--- src/rtl/cnn_mmu_pkg.sv ---
// cnn_mmu_pkg: register map, status bit positions and OFM read FSM states for the CNN APB front-end
package cnn_mmu_pkg;
   localparam logic [3:0] REG_CTRL     = 4'h0;
   localparam logic [3:0] REG_STATUS   = 4'h1;
   localparam logic [3:0] REG_PIXEL    = 4'h2;
   localparam logic [3:0] REG_OFM_DATA = 4'h3;
   localparam logic [3:0] REG_WEIGHT   = 4'h4;
   localparam logic [3:0] REG_OFM_PTR  = 4'h5;
   localparam logic [3:0] REG_FIFO_LVL = 4'h6;
   localparam int CTRL_START  = 0;
   localparam int CTRL_IRQ_EN = 1;
   localparam int ST_NEED_PIC = 0;
   localparam int ST_FINISH   = 1;
   typedef enum logic [1:0] {OFM_IDLE, OFM_REQ, OFM_DATA} ofm_rd_state_e;
   function automatic int ch_bits(input int n);
      return (n > 1) ? $clog2(n) : 1;
   endfunction
endpackage

--- src/rtl/cnn_pix_fifo.sv ---
// cnn_pix_fifo: synchronous pixel FIFO with level output; push while full is accepted only with a pop
module cnn_pix_fifo #(
   parameter int DATA  = 32,
   parameter int DEPTH = 4,
   localparam int AW   = $clog2(DEPTH)
) (
   input  logic            HCLK,
   input  logic            HRESETn,
   input  logic            push,
   input  logic [DATA-1:0] din,
   input  logic            pop,
   output logic [DATA-1:0] dout,
   output logic            full,
   output logic            empty,
   output logic [AW:0]     level
);
   logic [DATA-1:0] mem [DEPTH];
   logic [AW-1:0]   wr_ptr, rd_ptr;
   logic            do_push, do_pop;
   assign do_push = push & (~full | pop);
   assign do_pop  = pop & ~empty;
   assign full    = level == (AW+1)'(DEPTH);
   assign empty   = level == '0;
   assign dout    = empty ? '0 : mem[rd_ptr];
   // storage array, written at the tail
   always_ff @(posedge HCLK) begin
      if (do_push) mem[wr_ptr] <= din;
   end
   // pointers and occupancy; power-of-two depth lets the pointers wrap naturally
   always_ff @(posedge HCLK or negedge HRESETn) begin
      if (!HRESETn) begin
         wr_ptr <= '0;
         rd_ptr <= '0;
         level  <= '0;
      end else begin
         wr_ptr <= wr_ptr + AW'(do_push);
         rd_ptr <= rd_ptr + AW'(do_pop);
         level  <= level + (AW+1)'(do_push) - (AW+1)'(do_pop);
      end
   end
endmodule

--- src/rtl/cnn_apb_mmu_mc.sv ---
// cnn_apb_mmu_mc: APB register file, pixel FIFO, multi-channel OFM SRAM arbitration and interrupt
module cnn_apb_mmu_mc
   import cnn_mmu_pkg::*;
#(
   parameter int APB_ADDR_WIDTH = 12,
   parameter int DATA_WIDTH     = 8,
   parameter int IFM_SIZE       = 28,
   parameter int NUM_CH         = 4,
   parameter int FIFO_DEPTH     = 4,
   localparam int OFM_DEPTH     = IFM_SIZE * IFM_SIZE,
   localparam int ADDR_BITS     = $clog2(OFM_DEPTH),
   localparam int CH_BITS       = ch_bits(NUM_CH)
) (
   input  logic                        HCLK,
   input  logic                        HRESETn,
   input  logic [APB_ADDR_WIDTH-1:0]   PADDR,
   input  logic [31:0]                 PWDATA,
   input  logic                        PWRITE,
   input  logic                        PSEL,
   input  logic                        PENABLE,
   output logic [31:0]                 PRDATA,
   output logic                        PREADY,
   output logic                        PSLVERR,
   output logic                        irq_o,
   output logic                        conv_start_o,
   output logic [31:0]                 weight_o,
   output logic                        weight_valid_o,
   output logic [31:0]                 pic_o,
   output logic                        pic_valid_o,
   input  logic                        pic_ready_i,
   input  logic                        need_pic_i,
   input  logic                        conv_finish_i,
   input  logic                        res_valid_i,
   input  logic [DATA_WIDTH-1:0]       res_data_i,
   input  logic [ADDR_BITS-1:0]        res_addr_i,
   input  logic [CH_BITS-1:0]          res_ch_i,
   input  logic                        prev_rd_en_i,
   output logic                        prev_valid_o,
   output logic [DATA_WIDTH-1:0]       prev_data_o,
   output logic                        sram_en_o,
   output logic                        sram_we_o,
   output logic [CH_BITS+ADDR_BITS-1:0] sram_addr_o,
   output logic [DATA_WIDTH-1:0]       sram_wdata_o,
   input  logic [DATA_WIDTH-1:0]       sram_rdata_i
);
   localparam int LVL_W = $clog2(FIFO_DEPTH) + 1;
   ofm_rd_state_e          state, state_nxt;
   logic [3:0]             idx;
   logic                   acc, wr_acc, rd_acc, ofm_sel;
   logic                   apb_issue, ptr_step, core_busy;
   logic [CH_BITS-1:0]     ptr_ch, wch;
   logic [ADDR_BITS-1:0]   ptr_pix, wpix;
   logic                   ptr_bad, last_pix, last_ch;
   logic                   res_valid_q;
   logic [DATA_WIDTH-1:0]  res_data_q;
   logic [ADDR_BITS-1:0]   res_addr_q;
   logic [CH_BITS-1:0]     res_ch_q;
   logic                   need_pic, finish, irq_en;
   logic                   fifo_full, fifo_empty, fifo_push, fifo_pop;
   logic [LVL_W-1:0]       fifo_level;
   logic [31:0]            rdata;
   logic                   unused_ok;
   assign idx       = PADDR[5:2];
   assign acc       = PSEL & PENABLE;
   assign wr_acc    = acc & PWRITE;
   assign rd_acc    = acc & ~PWRITE;
   assign ofm_sel   = PSEL & ~PWRITE & (idx == REG_OFM_DATA);
   assign core_busy = prev_rd_en_i | res_valid_q;
   assign unused_ok = ^{PADDR[APB_ADDR_WIDTH-1:6], PADDR[1:0]};
   assign wch       = PWDATA[16 +: CH_BITS];
   assign wpix      = PWDATA[ADDR_BITS-1:0];
   assign ptr_bad   = (32'(wpix) >= 32'(OFM_DEPTH)) | (32'(wch) >= 32'(NUM_CH));
   assign last_pix  = ptr_pix == ADDR_BITS'(OFM_DEPTH - 1);
   assign last_ch   = ptr_ch == CH_BITS'(NUM_CH - 1);
   assign fifo_push = wr_acc & (idx == REG_PIXEL) & ~fifo_full;
   assign fifo_pop  = pic_valid_o & pic_ready_i;
   assign pic_valid_o = ~fifo_empty;
   assign PREADY    = acc & (ofm_sel ? (state == OFM_DATA) : 1'b1);
   assign PSLVERR   = wr_acc & (idx == REG_PIXEL) & fifo_full;
   assign PRDATA    = rd_acc ? rdata : '0;
   assign irq_o     = finish & irq_en;
   assign sram_en_o    = prev_rd_en_i | res_valid_q | apb_issue;
   assign sram_we_o    = res_valid_q & ~prev_rd_en_i;
   assign sram_addr_o  = prev_rd_en_i ? {res_ch_i, res_addr_i} :
                         res_valid_q  ? {res_ch_q, res_addr_q} : {ptr_ch, ptr_pix};
   assign sram_wdata_o = res_data_q;
   assign prev_data_o  = prev_valid_o ? sram_rdata_i : '0;
   cnn_pix_fifo #(.DATA(32), .DEPTH(FIFO_DEPTH)) u_fifo (
      .HCLK    (HCLK),
      .HRESETn (HRESETn),
      .push    (fifo_push),
      .din     (PWDATA),
      .pop     (fifo_pop),
      .dout    (pic_o),
      .full    (fifo_full),
      .empty   (fifo_empty),
      .level   (fifo_level)
   );
   // OFM read FSM state register
   always_ff @(posedge HCLK or negedge HRESETn) begin
      if (!HRESETn) state <= OFM_IDLE;
      else          state <= state_nxt;
   end
   // OFM read sequencing: armed in the setup phase, core traffic wins the SRAM, PSEL drop aborts
   always_comb begin
      state_nxt = state;
      apb_issue = 1'b0;
      ptr_step  = 1'b0;
      case (state)
         OFM_IDLE: state_nxt = ofm_sel ? OFM_REQ : OFM_IDLE;
         OFM_REQ: begin
            apb_issue = PSEL & ~core_busy;
            state_nxt = !PSEL ? OFM_IDLE : (core_busy ? OFM_REQ : OFM_DATA);
         end
         OFM_DATA: begin
            ptr_step  = acc;
            state_nxt = OFM_IDLE;
         end
         default: state_nxt = OFM_IDLE;
      endcase
   end
   // OFM pointer: software load (out-of-range loads clear it) or post-read increment with wrap
   always_ff @(posedge HCLK or negedge HRESETn) begin
      if (!HRESETn) begin
         ptr_ch  <= '0;
         ptr_pix <= '0;
      end else if (wr_acc && idx == REG_OFM_PTR) begin
         ptr_ch  <= ptr_bad ? '0 : wch;
         ptr_pix <= ptr_bad ? '0 : wpix;
      end else if (ptr_step) begin
         ptr_pix <= last_pix ? '0 : ptr_pix + ADDR_BITS'(1);
         ptr_ch  <= last_pix ? (last_ch ? '0 : ptr_ch + CH_BITS'(1)) : ptr_ch;
      end
   end
   // control, sticky status and one-cycle strobes; a set event beats a same-cycle clear
   always_ff @(posedge HCLK or negedge HRESETn) begin
      if (!HRESETn) begin
         irq_en         <= 1'b0;
         need_pic       <= 1'b0;
         finish         <= 1'b0;
         conv_start_o   <= 1'b0;
         weight_valid_o <= 1'b0;
         weight_o       <= '0;
      end else begin
         irq_en         <= (wr_acc && idx == REG_CTRL) ? PWDATA[CTRL_IRQ_EN] : irq_en;
         need_pic       <= need_pic_i | (need_pic & ~(wr_acc & ((idx == REG_STATUS & PWDATA[ST_NEED_PIC]) | idx == REG_PIXEL)));
         finish         <= conv_finish_i | (finish & ~(wr_acc & idx == REG_STATUS & PWDATA[ST_FINISH]));
         conv_start_o   <= wr_acc & (idx == REG_CTRL) & PWDATA[CTRL_START];
         weight_valid_o <= wr_acc & (idx == REG_WEIGHT);
         weight_o       <= (wr_acc && idx == REG_WEIGHT) ? PWDATA : weight_o;
      end
   end
   // core result staging and core read valid
   always_ff @(posedge HCLK or negedge HRESETn) begin
      if (!HRESETn) begin
         res_valid_q  <= 1'b0;
         res_data_q   <= '0;
         res_addr_q   <= '0;
         res_ch_q     <= '0;
         prev_valid_o <= 1'b0;
      end else begin
         res_valid_q  <= res_valid_i;
         res_data_q   <= res_valid_i ? res_data_i : res_data_q;
         res_addr_q   <= res_valid_i ? res_addr_i : res_addr_q;
         res_ch_q     <= res_valid_i ? res_ch_i : res_ch_q;
         prev_valid_o <= prev_rd_en_i;
      end
   end
   // register read mux
   always_comb begin
      rdata = '0;
      case (idx)
         REG_CTRL:     rdata = 32'({finish, need_pic, fifo_full, fifo_empty, irq_en});
         REG_STATUS:   rdata = 32'({finish, need_pic});
         REG_OFM_DATA: rdata = (state == OFM_DATA) ? 32'(sram_rdata_i) : '0;
         REG_OFM_PTR:  rdata = (32'(ptr_ch) << 16) | 32'(ptr_pix);
         REG_FIFO_LVL: rdata = 32'(fifo_level);
         default:      rdata = '0;
      endcase
   end
   core_rd_wr_excl: assert property (@(posedge HCLK) disable iff (!HRESETn) !(prev_rd_en_i && res_valid_q));
endmodule
--- config.mk ---
export PLATFORM = sky130hd
export DESIGN_NAME = cnn_apb_mmu_mc
export DESIGN_NICKNAME = d
export VERILOG_FILES = /design/src/rtl/cnn_mmu_pkg.sv /design/src/rtl/cnn_pix_fifo.sv /design/src/rtl/cnn_apb_mmu_mc.sv
export SDC_FILE = /design/constraint.sdc
export NUM_CORES = 1
export LEC_CHECK = 0
export BUFFER_PORTS_ARGS = -buffer_cell sky130_fd_sc_hd__buf_2
export CAP_MARGIN = 10
export CORE_ASPECT_RATIO = 1.25
export CORE_MARGIN = 3
export CORE_UTILIZATION = 40
export DETAILED_ROUTE_END_ITERATION = 8
export PLACE_DENSITY_LB_ADDON = 0.08
export SLEW_MARGIN = 20
export SYNTH_ARGS = -nofsm -noshare
export SYNTH_HDL_FRONTEND = slang
export SYNTH_HIERARCHICAL = 1
export SYNTH_SLANG_ARGS = --single-unit
--- constraint.sdc ---
create_clock -name HCLK -period 5.94 [get_ports HCLK]
set_clock_uncertainty 0.2 [all_clocks]
set_input_delay 1.188 -clock HCLK [delete_from_list [all_inputs] [get_ports HCLK]]
set_output_delay 1.188 -clock HCLK [all_outputs]
set_load 0.05 [all_outputs]
==> results.cfg <==
[outcome]
status = finished clean

[clocking]
numCtsBuffers = 23
clock_latency_ps = 490
cts_resized = 0
clockBufferDepth = 3
path_clk_slew_ps = 60
post-cts-setup-buffer-count = 0
htree_levels = 1
postCtsHoldBufs = 0
clock-root-buffer = clkbuf_16
cts.sinks = 208
cts_tree = done

[timing]
min_period_ps = 4204
setup_viol = 0
timing.fmax_ghz = 0.2379
worst_slew_pin_slew_ps = 895.6
drv_slew = 0
rsz0062_at_grt = no
relSlewSlack_pct = 40.29
hold_violations = 0
tns_ps = 0
finalCritPeriodShare_pct = 70.77

[floorplanning]
fp.dieW_um = 141.1
initial_core_util_pct = 40.82
die_area_um2 = 24680
ios = 215
die_h_um = 174.9
core-area_um2 = 22360
num_rows = 61

[worst_setup_path]
cp-endpoint = PRDATA[17]
path_delay_family = simple AND/OR/NAND/NOR gates
cp_max_fo = 15
reg2regPathDepth = 11
startpoint_type = input port
critical_path_buf_inv_count = 2
cp_data_required_time_ps = 4550
r2r-start = u_fifo/level[1]
r2r_setup_slack_ps = 2870
cp_slowest_stage_delay_ps = 540
worstPathCellList = buf_2, nand4bb_1, nor3_1, and2_1, buf_2
r2r-end = u_fifo/level[2]
endpoint_kind = output pin
cpMostUsedCell = buf_2
critical_path_class = in2out
startpoint = PADDR[4]
critPathArrivalTime_ps = 2820
path_depth = 5
slowest_stage = nor3_1

[yosys]
synth_area_um2 = 9129
ys_ff_latch = 208
netlist_instances = 607
yosys.area.top_type = edfxtp_1
synthTopCellsByArea = edfxtp_1, dfrtp_1, mux4_2
synth_cell_types = 53
synth_edf_count = 128
async_flop_share_pct = 38.46
synth_flop_cell = edfxtp_1
synth_simple_gate_area_share_pct = 9.430
synth_top_family_by_area = multiplexers
synth_top_area_share_pct = 42.11
yosysSeqAreaShare_pct = 64.04
synthAdderAreaFrac_pct = 0.7675
synthMuxAreaShare_pct = 16.27
synth.avg_cell_area_um2 = 15.04
synth_compound_area_share_pct = 4.592
synthXorXnorAreaFrac_pct = 0.8635
yosys_warnings = 6

[layout]
final_cell_area_um2 = 11010
multiInputGateArea_um2 = 3012
num_antenna_cells = 0
area_growth_syn_to_layout_pct = 20.64
seq_area_um2 = 5848
fillerInstances = 2010
layout_common_cells = buf_2, edfxtp_1, dfrtp_1
final_common_cell = buf_2
layout.nets = 880
drive_above_1_share_pct = 39.80

[detailed_routing]
drtAntennaViolNets = 0
drt_first_pass_iters = 5
vias = 5715
drt_iter0_drc = 257
drc = 0
wl_per_cell_um = 19.23
routed_via_density = 5.234
totalWireLength_um = 21000

[power_and_ir_drop]
p_leak_nw = 4.530
power.density_nw_per_um2 = 427.7
ir_worst_vdd_uv = 292.3

[global_routing]
grt_pass1_vias = 6055
gr-total-overflow = 0
grt_use_total_pct = 16.82
grt_first_pass_wirelength_um = 32910
grt_max_degree = 49
antenna_found_initial = 0

[placed_design]
gp_congestion = 0.8157
placed_area_um2 = 10280
numPortBuffers = 186
dp_hpwl_um = 13900

[hold_path]
worst_hold_path_type = reg2reg
hp-start = state[1]

[flow_run]
max_cap_viol_count = 0
-- layout make-up --
class | count | share of cell area [%]
Timing Repair Buffer | 195 | 9.271
Sequential cell | 208 | 53.10
Clock inverter | 6 | 0.5681
Inverter | 12 | 0.4090
Tap cell | 283 | 3.215
Clock buffer | 35 | 6.090
Multi-Input combinational cell | 353 | 27.35
-- flip-flops by register name, indices dropped and copies added, names as in the netlist, 2 cells and up --
| signal | count |
|---|---|
| res_ch_q | 2 |
| u_fifo/mem | 128 |
| u_fifo/rd_ptr | 2 |
| weight_o | 32 |
| u_fifo/level | 3 |
| ptr_ch | 2 |
| state | 2 |
| sram_wdata_o | 8 |
| ptr_pix | 10 |
| u_fifo/wr_ptr | 2 |
| res_addr_q | 10 |
-- stage by stage --
| stage | hold WS [ps] | setup WS, ps | power (W) | instances | util [%] |
|---|---|---|---|---|---|
| after detailed placement | 271.0 | 1696 | 0.003399 | 1051 | 45.97 |
| after CTS | 286.0 | 1693 | 0.004781 | 1092 | 49.25 |
| after floorplan | 234.8 | 800.8 | 0.003040 | 626 | - |
| after global routing | 305.3 | 1566 | 0.004930 | 1092 | 49.25 |
| final | 284.2 | 1736 | 0.004710 | 1092 | 49.25 |
| after global placement | 250.0 | 1713 | 0.003380 | 1050 | 45.85 |
-- cells by family after synthesis --
group | after synthesis
xor gates and xnor gates | 9
AOI/OAI and AO/OA | 60
muxes | 100
buffers and inverters | 65
DFF | 208
adders and majority gates | 5
other | 1
and+or+nand+nor | 159
-- power by group --
part	switching, W	internal, W
clock network	0.000543	0.000822
logic	0.00106	0.000513
registers	0.000156	0.00162
total	0.00176	0.00295
-- worst min path at each step --
stage	end	slack (ps)	depth (start not counted)
CTS	state[0]	290	1
floorplan	state[0]	230	1
detailed placement	need_pic	270	1
finish	state[0]	280	1
global route	weight_o[26]	310	1
global placement	state[0]	250	1
-- per-layer routing --
layer / vias to the layer above / part of all wire, % / wire (um) / global-route usage (%)
met1: 2851 / 41 / 8588 / 20.75
met5: - / 0 / 0 / 0
met3: 36 / 6.9 / 1447 / 3.312
met2: 214 / 50 / 10460 / 30.01
met4: 0 / 2.4 / 504 / 4.604
li1: 2614 / - / - / -
-- synthesized netlist by cell type (2+ instances only) --
library cell  count
buf_2            13
a22o_1            6
nor3b_1           4
edfxtp_1        128
a211oi_1          3
o211ai_1          3
nor4_1            4
a21o_1            2
nand3_1          12
clkbuf_1         16
inv_1            12
nor2_1           23
nor3_1           10
nand4b_1          2
nor2b_1           4
buf_6             4
o2111ai_1         2
nand2_1          31
mux4_2           28
mux2i_1          13
dfrtp_1          80
or3_1             3
or2_2             2
nand4_1           5
and2_1           46
mux4_1            4
buf_4            20
a31oi_1           2
o21ai_0          22
and4_1            2
ha_1              4
xnor2_1           8
a21oi_1           4
a22oi_1           7
nand2b_1          4
a221oi_1          2
mux2_2           55
nand3b_1          2
No activity file was read; power rests on OpenSTA's default activity.
